`src/rtl/clock_entry_pkg.sv`:
```
`default_nettype none
// ============================================================================
// Module      : clock_entry_pkg
// Description : Shared types, key codes and BCD helper for the time-set
//               keypad entry path.
// Revision    : 1.0 - initial release
// ============================================================================
package clock_entry_pkg;

    // Entry FSM state encoding
    typedef enum logic [1:0] {
        ST_IDLE  = 2'd0,
        ST_TENS  = 2'd1,
        ST_ONES  = 2'd2,
        ST_CHECK = 2'd3
    } entry_state_t;

    // Keypad codes above the decimal digits
    localparam logic [3:0] KEY_CLEAR = 4'd10;
    localparam logic [3:0] KEY_ENTER = 4'd11;
    localparam logic [3:0] MAX_DIGIT = 4'd9;

    // tens*10 + ones using shifts only; largest result is 99, fits in 7 bits
    function automatic logic [6:0] bcd2_to_bin(input logic [3:0] tens, input logic [3:0] ones);
        logic [6:0] t7;
        t7 = {3'b000, tens};
        return (t7 << 3) + (t7 << 1) + {3'b000, ones};
    endfunction

endpackage
`default_nettype wire

```
`src/rtl/clock_digit_entry_timer.sv`:
```
`default_nettype none
// ============================================================================
// Module      : entry_timeout_timer
// Description : Idle-time down-counter for keypad entry. Reloads on clear,
//               decrements while enabled, flags expiry for one cycle.
// Revision    : 1.0 - initial release
// ============================================================================
module entry_timeout_timer #(
    parameter int TIMEOUT_CYCLES = 5_000_000
) (
    input  logic clk,
    input  logic resetn,
    input  logic clear,
    input  logic enable,
    output logic expire
);

    localparam int         C_W    = $clog2(TIMEOUT_CYCLES);
    localparam logic [C_W-1:0] C_LOAD = C_W'(TIMEOUT_CYCLES - 1);

    logic [C_W-1:0] r_count;

    // Reload on clear, otherwise count down toward zero while enabled
    always_ff @(posedge clk) begin
        if (!resetn) begin
            r_count <= '0;
        end else if (clear) begin
            r_count <= C_LOAD;
        end else if (enable && (r_count != '0)) begin
            r_count <= r_count - 1'b1;
        end
    end

    // Zero reached in an enabled cycle that is not being cleared
    assign expire = enable && !clear && (r_count == '0);

endmodule
`default_nettype wire

```
`src/rtl/clock_digit_entry.sv`:
```
`default_nettype none
// ============================================================================
// Module      : clock_digit_entry
// Description : Two-digit BCD keypad entry with range check against a
//               run-time limit; commits a 7-bit number with a valid strobe.
// Revision    : 1.0 - initial release
// ============================================================================
module clock_digit_entry
    import clock_entry_pkg::*;
#(
    parameter int TIMEOUT_CYCLES = 5_000_000
) (
    input  logic       clk,
    input  logic       resetn,
    input  logic       start,
    input  logic       key_valid,
    input  logic [3:0] key_code,
    input  logic [6:0] limit,
    output logic [6:0] number,
    output logic       number_valid,
    output logic       error,
    output logic       busy,
    output logic [1:0] digit_cnt,
    output logic [3:0] disp10,
    output logic [3:0] disp1
);

    entry_state_t r_state, w_state_d;
    logic [6:0]   r_number, w_number_d;
    logic         r_valid, w_valid_d;
    logic         r_error, w_error_d;
    logic         r_busy;
    logic [1:0]   r_cnt, w_cnt_d;
    logic [3:0]   r_disp10, w_disp10_d;
    logic [3:0]   r_disp1, w_disp1_d;
    logic         w_timer_clear;
    logic         w_timer_en;
    logic         w_expire;
    logic         w_is_digit;
    logic [6:0]   w_value;

    assign w_is_digit = (key_code <= MAX_DIGIT);
    assign w_value    = bcd2_to_bin(r_disp10, r_disp1);
    assign w_timer_en = (r_state == ST_TENS) || (r_state == ST_ONES);

    entry_timeout_timer #(
        .TIMEOUT_CYCLES (TIMEOUT_CYCLES)
    ) u_timer (
        .clk    (clk),
        .resetn (resetn),
        .clear  (w_timer_clear),
        .enable (w_timer_en),
        .expire (w_expire)
    );

    // Next-state, digit and strobe decode; START overrides everything
    always_comb begin
        w_state_d     = r_state;
        w_number_d    = r_number;
        w_valid_d     = 1'b0;
        w_error_d     = 1'b0;
        w_cnt_d       = r_cnt;
        w_disp10_d    = r_disp10;
        w_disp1_d     = r_disp1;
        w_timer_clear = 1'b0;

        if (start) begin
            w_state_d     = ST_TENS;
            w_cnt_d       = 2'd0;
            w_disp10_d    = 4'd0;
            w_disp1_d     = 4'd0;
            w_timer_clear = 1'b1;
        end else begin
            case (r_state)
                ST_TENS: begin
                    if (key_valid && w_is_digit) begin
                        w_disp10_d    = key_code;
                        w_cnt_d       = 2'd1;
                        w_state_d     = ST_ONES;
                        w_timer_clear = 1'b1;
                    end else if (key_valid && (key_code == KEY_CLEAR)) begin
                        w_disp10_d    = 4'd0;
                        w_disp1_d     = 4'd0;
                        w_cnt_d       = 2'd0;
                        w_timer_clear = 1'b1;
                    end else if ((key_valid && (key_code == KEY_ENTER)) || w_expire) begin
                        w_error_d = 1'b1;
                        w_cnt_d   = 2'd0;
                        w_state_d = ST_IDLE;
                    end
                end
                ST_ONES: begin
                    if (key_valid && w_is_digit) begin
                        w_disp1_d     = key_code;
                        w_cnt_d       = 2'd2;
                        w_state_d     = ST_CHECK;
                        w_timer_clear = 1'b1;
                    end else if (key_valid && (key_code == KEY_ENTER)) begin
                        // Single digit typed: it was really the ones digit
                        w_disp1_d  = r_disp10;
                        w_disp10_d = 4'd0;
                        w_state_d  = ST_CHECK;
                    end else if (key_valid && (key_code == KEY_CLEAR)) begin
                        w_disp10_d    = 4'd0;
                        w_disp1_d     = 4'd0;
                        w_cnt_d       = 2'd0;
                        w_state_d     = ST_TENS;
                        w_timer_clear = 1'b1;
                    end else if (w_expire) begin
                        w_error_d = 1'b1;
                        w_cnt_d   = 2'd0;
                        w_state_d = ST_IDLE;
                    end
                end
                ST_CHECK: begin
                    if (w_value <= limit) begin
                        w_number_d = w_value;
                        w_valid_d  = 1'b1;
                    end else begin
                        w_error_d = 1'b1;
                    end
                    w_cnt_d   = 2'd0;
                    w_state_d = ST_IDLE;
                end
                default: begin
                    w_state_d = r_state;
                end
            endcase
        end
    end

    // State and output registers
    always_ff @(posedge clk) begin
        if (!resetn) begin
            r_state  <= ST_IDLE;
            r_number <= 7'd0;
            r_valid  <= 1'b0;
            r_error  <= 1'b0;
            r_busy   <= 1'b0;
            r_cnt    <= 2'd0;
            r_disp10 <= 4'd0;
            r_disp1  <= 4'd0;
        end else begin
            r_state  <= w_state_d;
            r_number <= w_number_d;
            r_valid  <= w_valid_d;
            r_error  <= w_error_d;
            r_busy   <= (w_state_d != ST_IDLE);
            r_cnt    <= w_cnt_d;
            r_disp10 <= w_disp10_d;
            r_disp1  <= w_disp1_d;
        end
    end

    assign number       = r_number;
    assign number_valid = r_valid;
    assign error        = r_error;
    assign busy         = r_busy;
    assign digit_cnt    = r_cnt;
    assign disp10       = r_disp10;
    assign disp1        = r_disp1;

endmodule
`default_nettype wire

```
`config.mk`:
```
export PLATFORM = sky130hd
export DESIGN_NAME = clock_digit_entry
export DESIGN_NICKNAME = d
export VERILOG_FILES = /design/src/rtl/clock_entry_pkg.sv /design/src/rtl/clock_digit_entry_timer.sv /design/src/rtl/clock_digit_entry.sv
export SDC_FILE = /design/constraint.sdc
export NUM_CORES = 1
export LEC_CHECK = 0
export BUFFER_PORTS_ARGS = -buffer_cell sky130_fd_sc_hd__buf_2
export CAP_MARGIN = 5
export CORE_ASPECT_RATIO = 1.5
export CORE_MARGIN = 4
export CORE_UTILIZATION = 50
export CTS_BUF_LIST = sky130_fd_sc_hd__clkbuf_16
export DETAILED_ROUTE_END_ITERATION = 8
export GPL_TIMING_DRIVEN = 0
export PLACE_DENSITY = 0.7
export SYNTH_ARGS = -nofsm -noshare
export SYNTH_HDL_FRONTEND = slang
export SYNTH_SLANG_ARGS = --single-unit
export TNS_END_PERCENT = 5
```
`constraint.sdc`:
```
create_clock -name clk -period 3.98 [get_ports clk]
set_input_delay 0.398 -clock clk [delete_from_list [all_inputs] [get_ports clk]]
set_output_delay 0.398 -clock clk [all_outputs]
set_load 0.01 [all_outputs]
```
Word-level counts from Yosys, hierarchy flattened
Cells that the tools add are included.
Widths: inputs -> output; s select.
- bits in registers: 45
- bits of input ports: 15
- output and inout port bits: 20
- $add $sub $neg: 3
- order comparisons: 2
- equality and inequality tests: 10
- mux-type cells: 45
- bitwise logic cells: 3
- reduce and logical (&&, ||, !) cells: 22
- operators by type and width (operator ; count):
    $mux 23 ; 2
    $mux 4 ; 8
    $mux 2 ; 15
    $logic_not 23->1 ; 1
    $reduce_bool 23->1 ; 1
    $sub 23x1->23 const B ; 1
    $pmux 4 s2 ; 2
    $mux 1 ; 14
    $pmux 2 s3 ; 2
    $eq 4x4->1 const B ; 2
    $add 7x4->7 ; 1
    $add 7x5->7 ; 1
    $le 7x7->1 ; 1
    $logic_and 1x1->1 ; 6
    $reduce_bool 2->1 ; 3
    $eq 2x2->1 const B ; 2
    $le 4x4->1 const B ; 1
    $ne 2x2->1 const B ; 2
    $ne 4x1->1 const B ; 1
    $ne 4x2->1 const B ; 1
    $reduce_and 2->1 ; 2
    $reduce_and 4->1 ; 1
    $reduce_or 2->1 ; 2
    $ne 3x3->1 const B ; 1
    other kinds (9) ; 12

Longest topological paths before layout
Gate-level depths: netlist of run 1.
- word-level depth: 17
- gate-level depth with buffers: 13
- mapped depth without buffers: 13

Cells and area by module
A second synthesis of run 1 with hierarchy kept.
- cells, all modules: 319
- area, all modules: 2772.7 um^2
- by module, submodules not included (module ; times used ; cells an instance ; area each (um^2)):
    clock_digit_entry ; 1 ; 183 ; 1547.7
    entry_timeout_timer ; 1 ; 136 ; 1224.9

Worst setup path after synthesis of run 1
Ideal clock, no wire load.
- path type: register to register
- start: register r_disp10[0], in the netlist disp10[0]
- end: register r_number[0], in the netlist number[0]
- library setup time: 0.072 ns
- arrival: 3.390 ns
- setup slack: 0.518 ns
- stages on the path, launching flop included: 14
- period minus slack after synthesis: 3.462 ns
- cell sequence: dfxtp_1 > inv_1 > fa_1 > inv_1 > fa_1 > a21o_1 > a21oi_1 > xnor2_1 > ha_1 > nand2_1 > o21ai_0 > or4_1 > o32ai_2 > mux2i_1
- cells in the longest elaborated chain, start to end: 4
- RTL lines (element ; RTL line ; RTL):
    from (decl) ; clock_digit_entry.sv:34 ; logic [3:0] r_disp10, w_disp10_d;
    from (signal assigned) ; clock_digit_entry.sv:150 ; r_disp10 <= w_disp10_d;
    $add 7x5->7 ; clock_entry_pkg.sv:27 ; return (t7 << 3) + (t7 << 1) + {3'b000, ones};
    $add 7x4->7 ; clock_entry_pkg.sv:27 ;
    named net w_value[6] ; clock_digit_entry.sv:40 ; logic [6:0] w_value;
    $le 7x7->1 ; clock_digit_entry.sv:116 ; if (w_value <= limit) begin
    $reduce_and 3->1 (no line) ; n/a ;
    to (signal assigned) ; clock_digit_entry.sv:145 ; r_number <= w_number_d;
    to (decl) ; clock_digit_entry.sv:29 ; logic [6:0] r_number, w_number_d;
The timed path passes the listed nets, and every way through them passes these cells.
A chain may end at the register's enable or synchronous reset.

Final worst setup path of run 1
- start: register r_disp10[0], in the netlist disp10[0]
- end: register r_number[2], in the netlist number[2]
The elaborated chain is that of the path after synthesis.

==> results of run 1 <==
-- cell type report --
cell class	count	area share (%)
sequential	45	27.6
tap	70	2.68
timing repair buffer	34	5.66
inverter	20	2.30
multi-input combinational	244	53.4
clock buffer	5	3.83
buffer	19	3.41
clock inverter	3	1.15
-- sequential cells by signal, indices dropped and copies added (netlist names) --
register	flops
r_state	2
disp1	4
busy	1
u_timer.r_count	23
number	7
digit_cnt	2
disp10	4
number_valid	1
error	1
-- layer usage --
metal | vias to the layer above | track usage [%] | part of all wire (%)
li1 | 1271 | - | -
met1 | 1183 | 20.5 | 37
met2 | 60 | 38.9 | 56
met3 | 13 | 3.61 | 3.9
met4 | 0 | 10.1 | 2.9
met5 | - | 0 | 0
-- worst max-delay path: stages (launching register included) --
cell,delay (ns)
dfxtp_1,0.37
inv_1,0.12
fa_1,0.54
inv_1,0.07
fa_1,0.45
a21o_1,0.17
a21oi_1,0.16
xnor2_1,0.25
ha_1,0.35
nand2_1,0.07
o21ai_0,0.12
or4_1,0.47
o32ai_4,0.17
buf_12,0.16
mux2i_1,0.23
-- logic make-up after synthesis --
group | Yosys count | synth area share, %
buffers and inverters | 39 | 6.60
AND/OR/NAND/NOR | 105 | 20.6
adder cells (fa/ha/maj) | 22 | 10.3
XOR/XNOR | 24 | 7.45
AO/OA/AOI/OAI | 84 | 19.9
flip-flops | 45 | 31.9
multiplexers | 9 | 3.28
-- per-stage QoR --
step                      worst slack [ns]  instances
final                                0.203        440
after global routing               -0.0577        440
after CTS                           0.0685        439
after detailed placement            0.0775        431
after global placement               0.148        431
after floorplan                      0.518        328
-- path summary, 6_finish.rpt --
check        slack, ns                      to  cells past startpoint                    from
min               0.43  number[1]$_SDFFE_PN0P_                      3                  resetn
max reg2reg       0.20  number[2]$_SDFFE_PN0P_                     14  disp10[0]$_SDFFE_PP0P_
min reg2reg       0.45  number[6]$_SDFFE_PN0P_                      2  number[6]$_SDFFE_PN0P_
max               0.20  number[2]$_SDFFE_PN0P_                     14  disp10[0]$_SDFFE_PP0P_
-- repair_timing --
| action | CTS | global route |
|---|---|---|
| setup buffers | 0 | 1 |
| setup endpoints to repair | 0 | 7 |
| gates resized for setup | 0 | 1 |
-- placed cells by master, fill, tap and decap left out, types with 7 or more instances in the layout --
cell type,count
xnor2_1,11
xor2_1,13
nand2_1,28
dfxtp_1,45
o21ai_0,9
or4_1,7
inv_1,21
nor2_1,27
ha_1,20
a21oi_1,31
buf_2,35
clkbuf_1,10
mux2i_1,7
-- power groups by stage --
stage | logic, mW | clock network [mW] | registers, mW
3_3_place_gp | 0.155 | 0 | 0.489
6_report | 0.159 | 0.458 | 0.480
4_1_cts | 0.158 | 0.463 | 0.480
3_5_place_dp | 0.157 | 0 | 0.490
2_1_floorplan | 0.115 | 0 | 0.487
5_1_grt | 0.179 | 0.483 | 0.482
==> results_dict.tcl, run 1 <==
set metrics [dict create \
    status "finished, final reports clean" \
    via_count 2527 \
    syn_area_um2 2820 \
    syn_nets 365 \
    drc 0 \
    yosysUniqueCellTypes 61 \
    rows 33 \
    p_seq_share_pct 43.7 \
    hold_viol 0 \
    die-area_um2 6940 \
    criticalPathCategory "reg2reg" \
    io_pins 35 \
    gp_congestion 0.871 \
    p_total_mw 1.10 \
    regArea_um2 901 \
    finalCoreUtilization_pct 59.5 \
    via_per_inst 5.74 \
    tns_ns 0 \
    finalCritPeriodShare_pct 94.9 \
    pwr-share-comb_pct 14.5 \
    end_kind "register" \
    hpwl_um 5160 \
    core_area_um2 5490 \
    wirelength_um 6780 \
    yosysWarnings 0 \
    design_area_um2 3270 \
    drv_cap 0 \
    p_int_uw 819 \
    powerDensity_nw_per_um2 336 \
    cts_tree "yes" \
    layout-drive-gt1-share_pct 14.9 \
    die_y_um 100 \
    switching_power_uw 279 \
    track_usage_pct 20.2 \
    path_max_fanout 7 \
    wl_per_cell_um 15.4 \
    clk_path_buf_depth 2 \
    cts_root_buffer "clkbuf_16" \
    fill_cells 510 \
    multi_input_area_um2 1750 \
    hp-class "in2reg" \
    pwr-share-clk_pct 41.7 \
    synth_top_cell_area_share_pct 31.9 \
    yosysSeqAreaShare_pct 31.9 \
    fp.dieW_um 69.4 \
    cts_max_level 2 \
    ys_ff_latch 45 \
    placed_cell_area_um2 3080 \
    whs_ns 0.426 \
    area_growth_pct 15.8 \
    antenna_found_initial 0 \
    worstSetupStartpointType "register" \
    synthFlopType "dfxtp_1" \
    ir_drop_mv 0.229 \
    required_ns 4.18 \
    synth_most_common_cell "dfxtp_1" \
    fmax_ghz 0.265 \
    syn_area_per_cell_um2 8.61 \
    relSlewSlack_pct 31.1 \
    min_period_ns 3.78 \
    synthTopCellsByArea "dfxtp_1, ha_1, a21oi_1, xor2_1, nand2_1" \
    grt_pass1_wl_um 11400 \
    synth_top_cell_by_area "dfxtp_1" \
    synth_cells 328 \
    synthTopCellsByCount "dfxtp_1, a21oi_1, nand2_1" \
    grt_pass1_vias 2525 \
    io_buffers 33 \
    holdBufCountCts 0 \
    grt_max_degree 14 \
    clock-sinks 45 \
    p_leak_nw 1.34 \
    slew_violations 0 \
    finalClockSkew_ns 0.00461 \
    tightest_slew_ns 1.02 \
    initial_utilization_pct 51.4 \
    antenna-diode-count 0 \
    first_iter_violations 121 \
    cts_buffers 5 \
    num-nets-final 406 \
    cp.arrival_ns 3.98 \
    path_clk_slew_ns 0.06 \
    synth_edf_count 0 \
    drtPass1Iterations 4 \
    postRouteAntennaNets 0 \
    clock_latency_ns 0.28 \
    ys_async_sr_fraction_pct 0 \
    report.final.setup_viol 0 \
    swShare_pct 25.4 \
    grt.overflow.total 0 \
]
Note: power is estimated with default switching activity, not from simulation.
==> inputs of run 2 (changes only) <==
--- a/config.mk
+++ b/config.mk
@@ -9,11 +9,12 @@
 export CAP_MARGIN = 5
 export CORE_ASPECT_RATIO = 1.5
 export CORE_MARGIN = 4
-export CORE_UTILIZATION = 50
+export CORE_UTILIZATION = 55
 export CTS_BUF_LIST = sky130_fd_sc_hd__clkbuf_16
+export CTS_CLUSTER_DIAMETER = 200
 export DETAILED_ROUTE_END_ITERATION = 8
 export GPL_TIMING_DRIVEN = 0
-export PLACE_DENSITY = 0.7
+export PLACE_DENSITY = 0.76
 export SYNTH_ARGS = -nofsm -noshare
 export SYNTH_HDL_FRONTEND = slang
 export SYNTH_SLANG_ARGS = --single-unit
==> run 2 against run 1 <==
  * Final area decreased by 1.5%
  * Setup slack improved by 0.031 ns
  * Count of clock-buffer cells in the layout unchanged
  * Sequential cell count unchanged
  * Fmax increased by 0.83%
  * Die area decreased by 8.2%
  * Power decreased by 6.2%
  * Critical endpoint is now number[1]$_SDFFE_PN0P_
  * Largest cell class unchanged
==> results_dict.tcl, run 2 (same netlist as run 1, synthesis figures left out) <==
set metrics [dict create \
    worstSetupStartpoint "disp10[0]$_SDFFE_PP0P_" \
    cts_buffers 5 \
    hp-class "in2reg" \
    r2r.worst_path.cells 13 \
    worstSetupStartpointType "register" \
    min_period_ns 3.75 \
    layout-drive-gt1-share_pct 14.9 \
    drtPass1Iterations 4 \
    final_common_cell "dfxtp_1" \
    fill_cells 452 \
    crit_chain "inv_1 > fa_1 > inv_1 > fa_1 > a21o_1 > a21oi_1 > xnor2_1 > ha_1 > nand2_1 > o21ai_0 > or4_1 > o32ai_4 > mux2i_1" \
    hpwl_um 5120 \
    relSlewSlack_pct 27.7 \
    finalCritPeriodShare_pct 94.1 \
    grt_pass1_vias 2462 \
    cpPeakStageDelay_ns 0.54 \
    cts_max_level 2 \
    tightest_slew_ns 1.07 \
    antenna_found_initial 0 \
    gp_congestion 0.806 \
    wirelength_um 6790 \
    critPathBufInv 2 \
    crit_slowest_cell "fa_1" \
    slew_violations 0 \
    path_max_fanout 7 \
    met3WireLength_um 290 \
    core_area_um2 4890 \
    r2r_start "disp10[0]$_SDFFE_PP0P_" \
    initial_utilization_pct 57.8 \
    final_cell_mix "dfxtp_1, buf_2, a21oi_1" \
    cts_root_buffer "clkbuf_16" \
    finalCoreUtilization_pct 65.9 \
    wl_per_cell_um 15.6 \
    area_growth_pct 14.1 \
    grt_max_degree 14 \
    status "finished, final reports clean" \
    num-nets-final 405 \
    cts_setup_buffers 0 \
    grt_pass1_wl_um 11100 \
    drc 0 \
    drv_cap 0 \
    finalClockSkew_ns 0.00837 \
    io_pins 35 \
    cts_tree "yes" \
    powerDensity_nw_per_um2 320 \
    critPathTopFamily "adder cells" \
    path_depth 13 \
    largest_reg_flops 23 \
    clock-sinks 45 \
    ir_drop_mv 0.230 \
    grt_setup_unrepaired "false" \
    rrSetupSlack_ns 0.23 \
    die_y_um 95.7 \
    crit_end "number[1]$_SDFFE_PN0P_" \
    clk_path_buf_depth 2 \
    io_buffers 33 \
    criticalPathCategory "reg2reg" \
    die-area_um2 6370 \
    top_layer "met4" \
    first_iter_violations 141 \
    clock_latency_ns 0.28 \
    rows 31 \
    rr_endpoint "number[1]$_SDFFE_PN0P_" \
    met1_length_um 2540 \
    end_kind "register" \
    postRouteAntennaNets 0 \
    antenna-diode-count 0 \
    placed_cell_area_um2 3070 \
    route.met2.wl_um 3760 \
    via_per_inst 5.87 \
    report.final.setup_viol 0 \
    path_clk_slew_ns 0.06 \
    fmax_ghz 0.267 \
    grt.overflow.total 0 \
    via_count 2552 \
    required_ns 4.19 \
    design_area_um2 3220 \
    track_usage_pct 22.7 \
    fp.dieW_um 66.5 \
    tns_ns 0 \
    largest_register "u_timer.r_count" \
    hold_viol 0 \
    p_leak_nw 1.33 \
    p_total_mw 1.03 \
    cp.arrival_ns 3.96 \
]
[run 2: power breakdown]
| group | switching, mW | total (mW) | internal, mW |
|---|---|---|---|
| sequential | 0.0144 | 0.480 | 0.466 |
| clock | 0.162 | 0.389 | 0.228 |
| combinational | 0.0985 | 0.160 | 0.0615 |
[run 2: worst reg2reg max path: stages, from the launching register on]
cell and delay, ns:
dfxtp_1 0.38, inv_1 0.13, fa_1 0.54, inv_1 0.06, fa_1 0.46, a21o_1 0.18, a21oi_1 0.17, xnor2_1 0.22
ha_1 0.33, nand2_1 0.07, o21ai_0 0.12, or4_1 0.48, o32ai_4 0.29, mux2i_1 0.25
[run 2: final cells by class]
type	instances	area [µm²]	area share, %
plain buffers	19	111	3.46
clock buffers	5	125	3.89
clock inverters	3	13.8	0.427
inverters	20	75.1	2.33
multi-input cells	244	1750	54.2
flip-flops and latches	45	901	28.0
well taps	66	82.6	2.56
repair buffers	33	165	5.13
[run 2: stage by stage]
step,hold slack [ns],setup WS [ns],instances
floorplan,0.464,0.518,328
global placement,0.440,0.174,427
detailed placement,0.444,0.0873,427
CTS,0.426,0.0757,435
global route,0.442,0.0210,435
finish,0.426,0.234,435
[run 2: repair_timing]
action,in CTS,in global routing
setup endpoints to repair,0,7
resized for setup,0,1
hold buffers,0,0
[run 2: layer usage]
layer / GRT usage [%] / vias to the layer above
met2: 44.6 / 79
met5: 0 / -
met3: 2.80 / 18
met4: 9.83 / 0
li1: - / 1266
met1: 23.1 / 1189
[run 2: worst min path at each step]
| stage | depth (start not counted) | to | slack (ns) | start |
|---|---|---|---|---|
| 6_report | 3 | number[0]$_SDFFE_PN0P_ | 0.43 | resetn |
| 5_1_grt | 3 | number[0]$_SDFFE_PN0P_ | 0.44 | resetn |
| 4_1_cts | 3 | number[0]$_SDFFE_PN0P_ | 0.43 | resetn |
| 3_5_place_dp | 2 | number[0]$_SDFFE_PN0P_ | 0.44 | number[0]$_SDFFE_PN0P_ |
| 3_3_place_gp | 2 | number[3]$_SDFFE_PN0P_ | 0.44 | number[3]$_SDFFE_PN0P_ |
| 2_1_floorplan | 2 | number[0]$_SDFFE_PN0P_ | 0.46 | disp1[0]$_SDFFE_PP0P_ |
